--- src/rtl/click.sv ---
// click: cursor-action block for the 8x8 game board.
// Turns rising edges of the select (reveal) and flag (mark) buttons into edits
// of the cell at matrizJuego[pos_y][pos_x]. Cell codes: 0 hidden, 1 flagged,
// 2 revealed. When both buttons rise together the flag action wins and the
// select edge is dropped.
// Optional feature: define CLICK_FLAG_LIMIT_EN to cap flagged cells at 10.
module click (
    input  logic                  clk,
    input  logic                  rst,
    input  logic                  select,
    input  logic                  flag,
    input  logic [2:0]            pos_x,
    input  logic [2:0]            pos_y,
    output logic [7:0][7:0][3:0]  matrizJuego
);

    localparam logic [3:0] CELL_HIDDEN   = 4'h0;
    localparam logic [3:0] CELL_FLAGGED  = 4'h1;
    localparam logic [3:0] CELL_REVEALED = 4'h2;

    logic       select_q;
    logic       flag_q;
    logic       sel_rise;
    logic       flag_rise;
    logic [3:0] cur_cell;
    logic       limit_hit;
    logic       flag_set;
    logic       flag_clr;
    logic       reveal;

    // Previous sampled button levels for rising-edge detection.
    always_ff @(posedge clk or posedge rst) begin
        if (rst) begin
            select_q <= 1'b0;
            flag_q   <= 1'b0;
        end else begin
            select_q <= select;
            flag_q   <= flag;
        end
    end

    assign sel_rise  = select & ~select_q;
    assign flag_rise = flag & ~flag_q;
    assign cur_cell  = matrizJuego[pos_y][pos_x];

`ifdef CLICK_FLAG_LIMIT_EN
    logic [3:0] flag_count;

    assign limit_hit = (flag_count == 4'd10);

    // Number of cells currently flagged; reveals never touch it.
    always_ff @(posedge clk or posedge rst) begin
        if (rst) begin
            flag_count <= 4'd0;
        end else if (flag_set) begin
            flag_count <= flag_count + 4'd1;
        end else if (flag_clr) begin
            flag_count <= flag_count - 4'd1;
        end
    end
`else
    assign limit_hit = 1'b0;
`endif

    // Decode the single action for this cycle; flag has priority over select.
    always_comb begin
        flag_set = 1'b0;
        flag_clr = 1'b0;
        reveal   = 1'b0;
        if (flag_rise) begin
            flag_set = (cur_cell == CELL_HIDDEN) && !limit_hit;
            flag_clr = (cur_cell == CELL_FLAGGED);
        end else if (sel_rise) begin
            reveal = (cur_cell == CELL_HIDDEN);
        end
    end

    // Board storage: only the addressed cell can change in a cycle.
    always_ff @(posedge clk or posedge rst) begin
        if (rst) begin
            matrizJuego <= '0;
        end else if (flag_set) begin
            matrizJuego[pos_y][pos_x] <= CELL_FLAGGED;
        end else if (flag_clr) begin
            matrizJuego[pos_y][pos_x] <= CELL_HIDDEN;
        end else if (reveal) begin
            matrizJuego[pos_y][pos_x] <= CELL_REVEALED;
        end
    end

endmodule

--- config.mk ---
export PLATFORM = sky130hd
export DESIGN_NAME = click
export DESIGN_NICKNAME = d
export VERILOG_FILES = /design/src/rtl/click.sv
export SDC_FILE = /design/constraint.sdc
export NUM_CORES = 1
export LEC_CHECK = 0
export ABC_AREA = 0
export ABC_CLOCK_PERIOD_IN_PS = 13840
export CAP_MARGIN = 30
export CORE_MARGIN = 5
export CORE_UTILIZATION = 53
export CTS_BUF_LIST = sky130_fd_sc_hd__clkbuf_8
export CTS_CLUSTER_SIZE = 12
export DETAILED_ROUTE_END_ITERATION = 8
export MAX_ROUTING_LAYER = met4
export PLACE_DENSITY = 0.92
export SLEW_MARGIN = 10
export SYNTH_ARGS = -nofsm -noshare
export SYNTH_HDL_FRONTEND = slang
export SYNTH_SLANG_ARGS = --single-unit
--- constraint.sdc ---
create_clock -name clk -period 13.84 [get_ports clk]
set_clock_uncertainty 0.2 [all_clocks]
set_input_delay 2.768 -clock clk [delete_from_list [all_inputs] [get_ports clk]]
set_output_delay 2.768 -clock clk [all_outputs]
set_load 0.02 [all_outputs]
# Word level (Yosys, flattened, before mapping)
# Index checks and enable logic that the tools add are counted.
# Widths: inputs -> output; s select.
dict set report op_classes {
  order_cmp 4
  eq_ne 1
  mux 15
  bitwise_logic 12
  n_reduce_logical 4
}
# cell n
set op_table {}
lappend op_table {{$mux 256} 3}
lappend op_table {{$and 192x192->192} 2}
lappend op_table {{$not 192->192} 2}
lappend op_table {{$and 256x256->256} 1}
lappend op_table {{$not 256->256} 1}
lappend op_table {{$or 64x64->64} 2}
lappend op_table {{$bmux 32 s3} 1}
lappend op_table {{$demux 32 s3} 1}
lappend op_table {{$mux 32} 2}
lappend op_table {{$bmux 4 s3} 1}
lappend op_table {{$demux 4 s3} 1}
lappend op_table {{$lt 3x4->1 const B} 2}
lappend op_table {{$mux 4} 2}
lappend op_table {{$ge 3x1->1 const B} 2}
lappend op_table {{$eq 4x1->1 const B} 1}
lappend op_table {{$logic_not 4->1} 1}
lappend op_table {{$mux 1} 4}
lappend op_table {{$reduce_bool 3->1} 1}
lappend op_table {{$and 1x1->1} 2}
lappend op_table {{$logic_and 1x1->1} 2}
lappend op_table {{$not 1->1} 2}
dict set report totals {
  regBits 258
  elab_cells 102
}

# Logic depth before layout (Yosys ltp)
dict set report logic_depth {
  ltp_word 11
  depth_mapped 14
  depth_no_buf 8
}

# Worst setup path before layout
# No wires, ideal clock.
dict set report synth_path {
  path_type {in2reg}
  startpoint {input port pos_y[0]}
  endpoint {register matrizJuego[104] in the netlist's numbering}
  setup_time_ns 0.135
  arrival_ns 4.992
  required_ns 13.505
  slack_ns 8.512
  cell_stages 11
  n_path_buf 4
  cell_sequence {buf_6 -> buf_6 -> mux4_2 -> a32oi_1 -> nand4_1 -> a211oi_1 -> nand3_2 -> buf_6 -> buf_2 -> o31ai_1 -> o31ai_1}
}
dict set report synth_via {
  elab_chain_len 9
  elab_cells_between_ends 24
  classes_between {2 x order compare; 1 x eq/ne; 13 x mux; 5 x bitwise; 3 x reduce/logical}
}
# item line
set synth_lines {}
lappend synth_lines {{start, declared} 13} ;# input logic [2:0] pos_y,
lappend synth_lines {{branches (longest 9 deep; another with $mux 256)} -}
lappend synth_lines {{end signal, assigned by index} 83} ;# matrizJuego[pos_y][pos_x] <= CELL_FLAGGED;
lappend synth_lines {{end signal, assigned by index} 85} ;# matrizJuego[pos_y][pos_x] <= CELL_HIDDEN;
lappend synth_lines {{end signal, assigned by index} 87} ;# matrizJuego[pos_y][pos_x] <= CELL_REVEALED;
lappend synth_lines {{end, declared} 14} ;# output logic [7:0][7:0][3:0] matrizJuego
# Parallel ways; which one is timed is not known. The select of a mux whose other input is x is not followed.
# A chain may end at the register's enable or synchronous reset.

==> results.ini <==
[clock_network]
postCtsSetupBuffers = 0
cts_hold_buf = 0
clk_path_buf_depth = 3
cts_root_buf = clkbuf_8
ctsHtreeMaxLevel = 2
cts_resized = 0
cts_buffers = 41
cts_tree = built
cts.sinks = 258
clk_pin_slew_ns = 0.06
clk_latency_ns = 0.56

[setup_path]
max_stage_delay_ns = 0.79
cp_max_fo = 45
cp.required_ns = 14.06
r2r_cells = 10
timing.rr.start = matrizJuego[206]
crit_buf_inv = 3
cp.depth = 11
crit_start = pos_y[0]
cp.arrival_ns = 7.28
critPathKind = primary input to register
start_kind = primary input
worstPathCellList = buf_4 > buf_4 > and2_1 > a22o_1 > o21ai_0 > a311oi_1 > nor4_4 > a21oi_4 > buf_4 > nor4b_1 > o22a_1
crit_top_cell = buf_4
path_delay_family = compound AO/OA/AOI/OAI gates
cp_slowest_cell = a21oi_4
r2r_slack_ns = 9.88
end_kind = register

[power]
p_comb_share_pct = 15.7
power_switching_mw = 0.512
leakage_nw = 6.42
seqPwrFrac_pct = 46.9
p_per_area_mw_per_mm2 = 121
power_mw = 1.76
p_clk_share_pct = 37.4
switching_share_pct = 29.0
p_int_mw = 1.25
peakVddDrop_mv = 0.0599

[timing]
max_freq_mhz = 142
fin_crit_ns = 7.05
slew_headroom_pct = 36.3
hold_ws_ns = 0.199
slew_violations = 0
min_period_over_period_pct = 51.0
setup_viol = 0
finalHoldViolations = 0
rsz0062_at_grt = no
final.setup.tns_ns = 0
setup_ws_ns = 6.79
tightestPinTransition_ns = 0.954

[routing]
routed_via_density = 6.76
drc = 0
firstDrtPassIters = 7
ant_nets = 0
first_iter_violations = 1724
vias = 9891
wl_per_cell_um = 27.2
wl_mm = 39.8

[global_route]
overflow = 0
grt_pass1_vias = 9915
gr-usage-all-layers_pct = 32.6
antenna_found_initial = 0
grt_max_degree = 127
grt_pass1_wl_mm = 60.3

[synthesis]
ys_ff_latch = 258
syn-mean-instance-area_um2 = 11.1
syn_area_mm2 = 0.0115
synth_nets = 1041
async_flop_share_pct = 100
synth_flop_cell = dfrtp_1
synth-edff-count = 0
ys_seq_area_share_pct = 56.4
synthDistinctLibCells = 76
yosysWarnings = 0
syn_inst = 1031

[place]
place_inst = 1383
dp_hpwl_mm = 26.6
port_buffers = 265
dp_slack_ns = 6.45
globalplace.congestion = 1.00
post_dp_cell_area_mm2 = 0.0137

[die]
die_x_um = 157
core_area_mm2 = 0.0212
rows = 53
ioPinCount = 266
die_h_um = 157
start_util_pct = 54.1
die_area_mm2 = 0.0247

[layout]
drive_gt1_share_pct = 12.6
syn_to_final_growth_pct = 27.7
fin_util_pct = 69.1
instances_no_fill = 1463
finalInstanceArea_mm2 = 0.0146
nets = 1166

[worst_hold_path]
hp-class = register to register

[outcome]
status = finished, final reports clean

[run]
drv_cap = 0

area by class of cell:
| cell class | count | area, um2 |
|---|---|---|
| Tap cell | 275 | 344 |
| Clock buffer | 49 | 674 |
| Timing Repair Buffer | 294 | 2920 |
| Clock inverter | 24 | 154 |
| Antenna cell | 2 | 5.00 |
| Sequential cell | 258 | 6460 |
| Fill cell | 1416 | 6530 |
| Multi-Input combinational cell | 545 | 4010 |
| Inverter | 16 | 67.6 |
worst register-to-register path, stage by stage (launching register included):
cell	delay [ns]
dfrtp_1	0.39
or3_1	0.40
o211ai_1	0.10
o2111ai_1	0.17
or3_1	0.44
a32oi_2	0.21
buf_4	0.40
and4_4	0.33
and4b_1	0.42
buf_4	0.52
a41o_1	0.29
how the worst min path moves through the flow:
stage	end	cells after the start	slack (ns)	start
2_1_floorplan	matrizJuego[195]	1	0.38	matrizJuego[195]
3_3_place_gp	matrizJuego[207]	0	0.18	matrizJuego[207]
3_5_place_dp	matrizJuego[207]	0	0.18	matrizJuego[207]
4_1_cts	matrizJuego[207]	0	0.20	matrizJuego[207]
5_1_grt	matrizJuego[3]	0	0.21	matrizJuego[3]
6_report	matrizJuego[62]	0	0.20	matrizJuego[62]
cells in the final DEF (no fill, tap or decap), drive strengths merged, types with 6 or more instances in the layout:
| cell | n |
|---|---|
| nor3 | 14 |
| mux2 | 11 |
| mux4 | 9 |
| nor4b | 8 |
| a221oi | 14 |
| a211oi | 7 |
| buf | 32 |
| nor2 | 41 |
| nor2b | 7 |
| mux2i | 31 |
| o22a | 11 |
| nand3 | 36 |
| nand2b | 6 |
| a21oi | 12 |
| a31o | 33 |
| inv | 33 |
| o21ai | 27 |
| nand2 | 51 |
| dfrtp | 258 |
| a21o | 8 |
| o31ai | 90 |
| clkbuf | 49 |
| o22ai | 25 |
| a22oi | 16 |
| clkdlybuf4s50 | 262 |
| a41o | 13 |
cells in the mapped netlist (4+ instances only):
cell / count / area, um2
nor3_1: 13 / 65.1
a211oi_1: 7 / 52.6
mux2i_1: 31 / 310
mux4_2: 9 / 203
dfrtp_1: 258 / 6460
a21oi_1: 11 / 55.1
buf_2: 22 / 110
o41ai_1: 4 / 35.0
nor4b_2: 5 / 75.1
or3_1: 5 / 31.3
buf_4: 14 / 105
o31ai_1: 90 / 676
clkbuf_1: 164 / 616
a221o_1: 5 / 50.1
o22ai_1: 25 / 156
o21ai_0: 26 / 130
a31o_2: 22 / 193
o22a_1: 11 / 96.3
nand2b_1: 6 / 37.5
and3_1: 4 / 25.0
mux2_2: 8 / 90.1
a31o_1: 11 / 96.3
a41o_1: 13 / 130
o211ai_1: 5 / 37.5
buf_6: 9 / 101
a221oi_1: 13 / 114
nand2_1: 51 / 191
nand3_1: 35 / 175
a22oi_1: 16 / 120
nor2_1: 41 / 154
o2bb2ai_1: 5 / 43.8
a21o_1: 8 / 60.1
nor2b_1: 7 / 43.8
inv_1: 14 / 52.6
o221ai_1: 5 / 43.8
per-layer routing:
layer / global-route usage (%) / share of wire (%) / wire (um) / vias up
met5: - / 0 / 0 / -
li1: - / - / - / 3985
met2: 46.7 / 43 / 17200 / 951
met1: 43.5 / 37 / 14800 / 4725
met3: 9.35 / 14 / 5380 / 230
met4: 15.1 / 5.9 / 2340 / 0
power by group through the flow:
stage	sequential [mW]	combinational [mW]	clock, mW
floorplan	0.864	0.119	0
global placement	0.837	0.261	0
detailed placement	0.838	0.267	0
CTS	0.824	0.269	0.662
global route	0.829	0.290	0.696
finish	0.827	0.277	0.660
logic make-up (layout without fill, tap and decap cells):
family	after synthesis	count (layout)	synth area share (%)
flip-flops	258	258	56.4
AO/OA/AOI/OAI	299	299	20.0
multiplexers	51	51	5.59
other	0	2	0
AND/OR/NAND/NOR	195	195	9.24
buffers and inverters	228	383	8.76
(Power assumes the default switching activity.)
